--- config.mk ---
export PLATFORM = sky130hd
export DESIGN_NAME = memory_access
export DESIGN_NICKNAME = d
export VERILOG_FILES = /design/src/rtl/common_pkg.sv /design/src/rtl/pipes_pkg.sv /design/src/rtl/memory_access_load_extend.sv /design/src/rtl/memory_access.sv
export SDC_FILE = /design/constraint.sdc
export NUM_CORES = 1
export LEC_CHECK = 0
export BUFFER_PORTS_ARGS = -buffer_cell sky130_fd_sc_hd__buf_2
export CAP_MARGIN = 20
export CORE_AREA = 4 4 263 265
export DETAILED_ROUTE_END_ITERATION = 10
export DIE_AREA = 0 0 267 269
export SYNTH_ARGS = -nofsm -noshare
export SYNTH_HDL_FRONTEND = slang
export SYNTH_SLANG_ARGS = --single-unit
--- constraint.sdc ---
create_clock -name clk -period 2.9 [get_ports clk]
set_clock_uncertainty 0.05 [all_clocks]
set_input_delay 0.145 -clock clk [delete_from_list [all_inputs] [get_ports clk]]
set_output_delay 0.145 -clock clk [all_outputs]
set_load 0.01 [all_outputs]
--- src/rtl/common_pkg.sv ---
// Shared machine-word and memory-size types used across the pipeline.
package common;

  localparam int DATA_W = 64;

  typedef logic [DATA_W-1:0] word_t;
  typedef logic [DATA_W-1:0] addr_t;
  typedef logic [4:0]        creg_addr_t;

  // Access width of a load or store.
  typedef enum logic [1:0] {
    MSIZE1 = 2'd0,
    MSIZE2 = 2'd1,
    MSIZE4 = 2'd2,
    MSIZE8 = 2'd3
  } msize_t;

endpackage

--- src/rtl/pipes_pkg.sv ---
// Pipeline-register payloads between execute and memory, plus memory FSM states.
package pipes;
  import common::*;

  typedef struct packed {
    logic   memread;
    logic   memwrite;
    logic   mem_unsigned;
    logic   regwrite;
    msize_t msize;
  } control_t;

  typedef struct packed {
    logic       en;
    addr_t      pc;
    creg_addr_t dst;
    word_t      alu_result;
    word_t      rd2;
    control_t   ctl;
  } excute_data_t;

  typedef struct packed {
    logic       en;
    addr_t      pc;
    addr_t      pcplus4;
    creg_addr_t dst;
    word_t      alu_result;
    word_t      mem_data;
    control_t   ctl;
  } memory_data_t;

  // Data-bus handshake progress of the memory stage.
  typedef enum logic [1:0] {
    IDLE = 2'd0,
    ADDR = 2'd1,
    DATA = 2'd2
  } ma_state_t;

endpackage

--- src/rtl/memory_access_load_extend.sv ---
// Combinational load alignment: pick the addressed lanes out of the 64-bit
// read word and zero- or sign-extend them to a full word.
module load_extend
  import common::*;
(
  input  word_t      data_i,
  input  logic [2:0] offset_i,
  input  msize_t     size_i,
  input  logic       unsigned_i,
  output word_t      result_o
);

  // Extend a right-justified value of the given byte width to 64 bits.
  function automatic word_t extend(input word_t v, input msize_t sz, input logic uns);
    logic signed [7:0]  b;
    logic signed [15:0] h;
    logic signed [31:0] w;
    word_t              r;
    b = v[7:0];
    h = v[15:0];
    w = v[31:0];
    unique case (sz)
      MSIZE1:  r = uns ? {56'd0, v[7:0]}  : word_t'(64'(b));
      MSIZE2:  r = uns ? {48'd0, v[15:0]} : word_t'(64'(h));
      MSIZE4:  r = uns ? {32'd0, v[31:0]} : word_t'(64'(w));
      default: r = v;
    endcase
    return r;
  endfunction

  word_t shifted;

  // Move the addressed byte lane down to bit 0, then extend.
  always_comb begin
    shifted  = data_i >> {offset_i, 3'b000};
    result_o = extend(shifted, size_i, unsigned_i);
  end

endmodule

--- src/rtl/memory_access.sv ---
// Memory stage: passes non-memory instructions through in one cycle and
// runs a two-phase (address, data) bus handshake for loads and stores,
// stalling upstream until the access completes.
module memory_access
  import common::*;
  import pipes::*;
(
  input  logic         clk,
  input  logic         reset,
  input  excute_data_t in,
  output memory_data_t out,
  output logic         stall,
  input  logic         flush,
  output logic         dreq_valid,
  output addr_t        dreq_addr,
  output msize_t       dreq_size,
  output logic [7:0]   dreq_strobe,
  output word_t        dreq_data,
  input  logic         dresp_addr_ok,
  input  logic         dresp_data_ok,
  input  word_t        dresp_data
);

  function automatic logic is_mem(input excute_data_t e);
    return e.ctl.memread | e.ctl.memwrite;
  endfunction

  function automatic memory_data_t pack_out(input excute_data_t src, input word_t mem_data);
    memory_data_t o;
    o.en         = src.en;
    o.pc         = src.pc;
    o.pcplus4    = src.pc + 64'd4;
    o.dst        = src.dst;
    o.alu_result = src.alu_result;
    o.mem_data   = mem_data;
    o.ctl        = src.ctl;
    return o;
  endfunction

  ma_state_t    state_q;
  excute_data_t lat_q;
  memory_data_t out_q, out_d;
  logic [2:0]   lane;
  logic [7:0]   strobe;
  word_t        load_data;
  logic         done;

  assign lane = lat_q.alu_result[2:0];

  load_extend u_load_extend (
    .data_i     (dresp_data),
    .offset_i   (lane),
    .size_i     (lat_q.ctl.msize),
    .unsigned_i (lat_q.ctl.mem_unsigned),
    .result_o   (load_data)
  );

  // Byte-lane write enables; lanes shifted past bit 7 fall off the top.
  always_comb begin
    strobe = 8'h00;
    if (lat_q.ctl.memwrite) begin
      unique case (lat_q.ctl.msize)
        MSIZE1:  strobe = 8'h01 << lane;
        MSIZE2:  strobe = 8'h03 << lane;
        MSIZE4:  strobe = 8'h0F << lane;
        default: strobe = 8'hFF;
      endcase
    end
  end

  // Bus request is driven purely from the latched instruction, so it stays
  // stable for the whole handshake regardless of what upstream presents.
  assign dreq_valid  = (state_q != IDLE);
  assign dreq_addr   = lat_q.alu_result;
  assign dreq_size   = lat_q.ctl.msize;
  assign dreq_strobe = strobe;
  assign dreq_data   = lat_q.rd2 << {lane, 3'b000};
  assign stall       = (state_q != IDLE);

  assign done = ((state_q == ADDR) && dresp_addr_ok && dresp_data_ok) ||
                ((state_q == DATA) && dresp_data_ok);

  // Next output register value: bypass, completed access, or bubble; flush wins.
  always_comb begin
    out_d = '0;
    if ((state_q == IDLE) && in.en && !is_mem(in)) begin
      out_d = pack_out(in, '0);
    end else if (done) begin
      out_d = pack_out(lat_q, lat_q.ctl.memread ? load_data : '0);
    end
    if (flush) begin
      out_d.en = 1'b0;
    end
  end

  // Handshake FSM with registered stage output; reset drops any access in flight.
  always_ff @(posedge clk) begin
    if (!reset) begin
      state_q <= IDLE;
      lat_q   <= '0;
      out_q   <= '0;
    end else begin
      out_q <= out_d;
      unique case (state_q)
        IDLE: begin
          if (in.en && is_mem(in)) begin
            lat_q   <= in;
            state_q <= ADDR;
          end
        end
        ADDR: begin
          if (dresp_addr_ok) begin
            state_q <= dresp_data_ok ? IDLE : DATA;
          end
        end
        DATA: begin
          if (dresp_data_ok) begin
            state_q <= IDLE;
          end
        end
        default: state_q <= IDLE;
      endcase
    end
  end

  assign out = out_q;

endmodule

==> results_dict.tcl, run 1 <==
set metrics [dict create \
    seq_power_share 0.409 \
    antenna_left 0 \
    io-pin-count 681 \
    drt-pass1-iter-count 6 \
    drt-initial-drc-count 2454 \
    final_area_mm2 0.0307 \
    netlist_area_mm2 0.0223 \
    swShare 0.284 \
    max_freq_mhz 354 \
    syn-num-nets 3012 \
    layout_common_cells "buf_2, nand2_1, dfxtp_1" \
    finalHoldViolCount 0 \
    p_int_mw 12.2 \
    post_drt_via_cell_ratio 5.33 \
    slew_violations 0 \
    gp_congestion 0.940 \
    ir_drop_uv 452 \
    ys_seq_area_frac 0.425 \
    critPathBufInv 3 \
    worst_skew_pair.late_latency_ps 620 \
    synth_top_flop_cell "dfxtp_1" \
    synth-async-reset-ratio 0 \
    rr_endpoint "out[189]$_SDFF_PN0_" \
    die_area_mm2 0.0718 \
    fillers 6642 \
    slew_headroom 0.420 \
    hold_class "in -> reg" \
    htreeDepth 2 \
    placedInstanceArea_mm2 0.0263 \
    p_sw_mw 4.83 \
    end_kind "output port" \
    cp.required_ps 2710 \
    cts_buffers 55 \
    layout_commonest_cell "buf_2" \
    reg2reg_depth 8 \
    nets 3784 \
    drcViolationCount 0 \
    hpwlAfterDp_um 69900 \
    yosysUniqueCellTypes 60 \
    crit_path_top_delay_cell "dfxtp_1" \
    max-cap-violations 0 \
    die_y_um 269 \
    endpoint "dreq_strobe[3]" \
    synth_compound_area_frac 0.175 \
    first_global_vias 22000 \
    max_stage_delay_ps 450 \
    grt_usage 0.251 \
    drive_above_1_share 0.274 \
    overflow 0 \
    arrival_ps 2630 \
    dieWidth_um 267 \
    core_area_mm2 0.0668 \
    timing.final.crit_share 0.975 \
    synth_edf_count 0 \
    worstPathMaxFanout 6 \
    io_buffers 680 \
    fin_util 0.459 \
    wl_um 96500 \
    combinationalPowerShare 0.153 \
    crit_chain "inv_1 > ha_1 > nor2_1 > buf_4 > a21oi_1 > and2_1 > o21a_1 > buf_2" \
    tightestPinTransition_ps 866 \
    initial_core_util 0.333 \
    synth_cells 2732 \
    startpoint_type "register" \
    synth_area_per_cell_um2 8.15 \
    cts_root_buf "clkbuf_16" \
    grt_pass1_wl_um 140000 \
    critPathTopFamily "compound AO/OA/AOI/OAI gates" \
    dr_total_vias 23600 \
    criticalPathCategory "reg -> out" \
    synthAdderAreaFrac 0.00394 \
    rows 95 \
    clkPwrFrac 0.438 \
    synth_top_family_by_area "simple AND/OR/NAND/NOR gates" \
    clk_pin_slew_ps 60 \
    synthMuxAreaShare 0.0876 \
    cts_tree "done" \
    grt_start_max_net_pins 101 \
    numClockSinks 472 \
    antenna_found_initial 13 \
    setup_viol 0 \
    rrSetupSlack_ps 330 \
    status "finished clean" \
    syn_to_final_growth_pct 37.9 \
    wire_per_inst_um 21.8 \
    crit_path_start "dreq_size[0]$_SDFFE_PN0P_" \
    timing.final.crit_period_ps 2830 \
    yosys_warnings 0 \
    leakage_nw 12.8 \
    synthXorXnorAreaFrac 0.0354 \
    r2r-start "lat_q[162]$_SDFFE_PN0P_" \
    power_density_mw_per_mm2 555 \
    synth-seq-cells 472 \
    clockBufferDepth 3 \
    crit_cells 8 \
    synthSimpleGateAreaFrac 0.208 \
]
## power by group through the flow
stage / Sequential [mW] / Clock [mW] / Combinational [mW]
after floorplan: 7.03 / 0 / 1.34
after global placement: 7.09 / 0 / 2.27
after detailed placement: 7.09 / 0 / 2.28
after CTS: 6.95 / 7.59 / 2.57
after global routing: 6.98 / 7.87 / 2.80
final: 6.95 / 7.45 / 2.61
## cells in the mapped netlist, types with 7 or more instances
cell type	n	area, µm²
nand2_1	547	2050
dfxtp_1	472	9450
a21oi_1	311	1560
nor2_1	257	965
clkbuf_1	188	706
a22oi_1	176	1320
mux2i_1	71	711
buf_4	69	518
o21ai_0	56	280
xnor2_1	52	455
nand3_1	50	250
nand4_1	43	269
xor2_1	38	333
mux4_2	37	833
mux2_2	36	405
nor4_1	29	181
and2_1	28	175
buf_1	27	101
o22ai_1	26	163
nor3_1	25	125
inv_1	21	78.8
and4_1	16	140
or3_1	15	93.8
o21a_1	14	105
nor2b_1	13	81.3
o31a_1	12	105
or4_1	12	90.1
and3_1	11	68.8
o211ai_1	8	60.1
o221ai_1	8	70.1
a31oi_1	7	43.8
buf_2	7	35.0
ha_1	7	87.6
## cell families after synthesis
family	count (synthesis)
and+or+nand+nor	1061
AOI/OAI and AO/OA	642
DFF	472
buffers and inverters	316
muxes	144
xor gates and xnor gates	90
adders and majority gates	7
## state kept, by name (all words and copies together), names as in the netlist
name       flops
out          266
lat_q        138
dreq_addr     64
dreq_size      2
state_q        2
## worst register-to-register path: stages (launching register included)
cell     delay (ps)
dfxtp_1         440
nand4_2         210
or4_1           580
buf_4           190
nor4_1          400
buf_4           220
nand3_1          90
xor2_1          160
o22ai_1         100
## routing by layer
metal	vias to the layer above	part of all wire	wire length [µm]	global-route usage
met5	-	0.00044	42	0
met4	8	0.044	4250	0.104
met3	248	0.095	9180	0.0656
met2	1267	0.45	43400	0.395
met1	11100	0.41	39700	0.330
li1	11000	-	-	-
## metrics by stage
step	total power, mW	instances	hold slack (ps)	worst slack (ps)	TNS [ps]
after floorplan	8.36	2732	171	349	0
after global placement	9.36	4082	262	362	0
after detailed placement	9.37	4082	271	347	0
after CTS	17.1	4423	4.88	53.8	0
after global routing	17.7	4432	50.6	-2.52	-2.52
final	17.0	4433	39.6	73.4	0
## what timing repair did
action	CTS	global route
setup buffers	0	1
pin swaps	0	0
resized for setup	2	3
hold buffers	237	0
setup endpoints to repair	2	7
endpoints found under the hold margin	423	0
## worst min-delay path by stage
stage / start / endpoint / slack [ps] / cells after the start
floorplan: dresp_data_ok / state_q[1]$_SDFFE_PN0P_ / 170 / 1
global placement: flush / out[267]$_SDFF_PP0_ / 260 / 2
detailed placement: flush / out[267]$_SDFF_PP0_ / 270 / 2
CTS: dresp_data[42] / out[48]$_SDFF_PP0_ / 5 / 5
global route: dresp_data[33] / out[31]$_SDFF_PP0_ / 50 / 4
finish: dresp_data[44] / out[50]$_SDFF_PP0_ / 40 / 5
## layout make-up
type                    count  area (µm²)  area share
diodes                      9        22.5    0.000734
clock buffers              65        1500      0.0490
clock inverters            39         450      0.0147
inverters                  23        93.8     0.00306
multi-input cells        1944       11400       0.371
flip-flops and latches    472        9460       0.308
well taps                 873        1090      0.0356
repair buffers           1008        6670       0.217
No activity file was read; power rests on OpenSTA's default activity.
==> run 2: changes to the inputs <==
--- a/config.mk
+++ b/config.mk
@@ -7,9 +7,9 @@
 export LEC_CHECK = 0
 export BUFFER_PORTS_ARGS = -buffer_cell sky130_fd_sc_hd__buf_2
 export CAP_MARGIN = 20
-export CORE_AREA = 4 4 263 265
+export CORE_AREA = 4 4 260 262
 export DETAILED_ROUTE_END_ITERATION = 10
-export DIE_AREA = 0 0 267 269
+export DIE_AREA = 0 0 264 266
 export SYNTH_ARGS = -nofsm -noshare
 export SYNTH_HDL_FRONTEND = slang
 export SYNTH_SLANG_ARGS = --single-unit
==> results_dict.tcl, run 2 (synthesis gave the netlist of run 1 again) <==
set metrics [dict create \
    status "finished clean" \
    largest_reg_flops 266 \
    die_y_um 266 \
    cts_buffers 53 \
    cts_tree "done" \
    layout_common_cells "buf_2, nand2_1, dfxtp_1" \
    critPathBufInv 2 \
    clk_pin_slew_ps 60 \
    end_kind "output port" \
    die_area_mm2 0.0702 \
    max_freq_mhz 354 \
    setup_viol 0 \
    leakage_nw 12.8 \
    antenna_found_initial 10 \
    drt-pass1-iter-count 6 \
    wl_um 96000 \
    power_density_mw_per_mm2 554 \
    gp_congestion 0.986 \
    slew_headroom 0.310 \
    grt_usage 0.257 \
    post_drt_via_cell_ratio 5.34 \
    drive_above_1_share 0.272 \
    criticalPathCategory "reg -> out" \
    fillers 6486 \
    finalPower_mw 16.9 \
    drcViolationCount 0 \
    dieWidth_um 264 \
    cp.required_ps 2710 \
    drt-initial-drc-count 2873 \
    fin_setup_tns_ps 0 \
    critPathTopFamily "simple AND/OR/NAND/NOR gates" \
    syn_to_final_growth_pct 37.5 \
    timing.final.crit_period_ps 2820 \
    dr_total_vias 23600 \
    nets 3779 \
    worst_skew_pair.late_latency_ps 610 \
    wire_per_inst_um 21.7 \
    overflow 0 \
    slew_violations 0 \
    ir_drop_uv 416 \
    hold_class "in -> reg" \
    rows 94 \
    cts_root_buf "clkbuf_16" \
    hpwlAfterDp_um 69700 \
    timing.final.crit_share 0.973 \
    tightestPinTransition_ps 1030 \
    numClockSinks 472 \
    max_stage_delay_ps 730 \
    grt_start_max_net_pins 94 \
    max-cap-violations 0 \
    io-pin-count 681 \
    crit_chain "nor2b_1 > buf_4 > a22oi_1 > a21oi_1 > buf_2" \
    worstPathMaxFanout 7 \
    layout_commonest_cell "buf_2" \
    first_global_vias 22200 \
    clockBufferDepth 3 \
    core_area_mm2 0.0654 \
    initial_core_util 0.340 \
    arrival_ps 2630 \
    htreeDepth 2 \
    crit_path_top_delay_cell "nor2b_1" \
    io_buffers 680 \
    antenna_left 0 \
    startpoint_type "register" \
    finalHoldViolCount 0 \
    grt_pass1_wl_um 143000 \
    rsz0062_at_grt "no" \
]
## run 2: changes by cell type in the layout (fill, tap and decap cells not counted), moves of 2 or more
cell and delta:
buf_12 -4, buf_4 +4, bufinv_16 +2, clkbuf_1 +5
clkbuf_16 +3, clkbuf_8 -4, clkinv_2 -3, dlygate4sd3_1 -7
inv_16 -2, inv_6 -2
## run 2: layout make-up
| cell class | instances | area (µm²) | area share |
|---|---|---|---|
| diodes | 9 | 22.5 | 0.000736 |
| clock buffers | 67 | 1490 | 0.0488 |
| clock inverters | 32 | 423 | 0.0138 |
| inverters | 23 | 97.6 | 0.00319 |
| multi-input cells | 1944 | 11400 | 0.372 |
| flip-flops and latches | 472 | 9460 | 0.309 |
| well taps | 864 | 1080 | 0.0353 |
| repair buffers | 1005 | 6640 | 0.217 |
## run 2: routing by layer
metal | track usage | vias up | part of all wire
met5 | 0 | - | 0.00022
met4 | 0.0818 | 4 | 0.036
met2 | 0.413 | 1182 | 0.46
li1 | - | 11000 | -
met3 | 0.0573 | 206 | 0.090
met1 | 0.346 | 11200 | 0.42
## run 2: per-stage QoR
| stage | hold slack (ps) | area, µm² | setup slack, ps | utilization | std cells |
|---|---|---|---|---|---|
| 2_1_floorplan | 171 | 22300 | 349 | - | 2732 |
| 3_3_place_gp | 272 | 26300 | 372 | 0.401 | 4073 |
| 3_5_place_dp | 269 | 26300 | 328 | 0.401 | 4073 |
| 4_1_cts | 6.47 | 30500 | 1.33 | 0.466 | 4402 |
| 5_1_grt | 49.8 | 30600 | 16.1 | 0.468 | 4413 |
| 6_report | 55.0 | 30600 | 78.2 | 0.468 | 4416 |
## run 2: where the power goes
group,internal (mW),switching [mW],total (mW)
registers,6.72,0.241,6.96
logic,1.09,1.50,2.59
clock network,4.46,2.93,7.39
total,12.3,4.67,16.9
## run 2: timing repair
action | CTS | global route
hold endpoints to repair | 417 | 0
hold buffers | 230 | 0
buffers inserted | 0 | 3
setup endpoints to repair | 20 | 22
resized for setup | 4 | 4
cloned | 0 | 2
## run 2: worst register-to-register path, cell delays in order, from the launching register on
cell           delay (ps)
dfxtp_4               420
buf_16                270
mux4_2                570
dlygate4sd3_1         580
mux2i_1               120
dlygate4sd3_1         560
nor2_1                 40
## run 2: worst paths after layout
path | from | end | slack [ps] | depth (start not counted)
setup / recovery | dreq_addr[0]$_SDFFE_PN0P_ | dreq_data[51] | 80 | 5
hold / removal | dresp_data[37] | out[35]$_SDFF_PP0_ | 60 | 4
setup reg to reg | dreq_addr[0]$_SDFFE_PN0P_ | out[11]$_SDFF_PP0_ | 160 | 6
hold reg to reg | lat_q[137]$_SDFFE_PN0P_ | lat_q[137]$_SDFFE_PN0P_ | 400 | 2
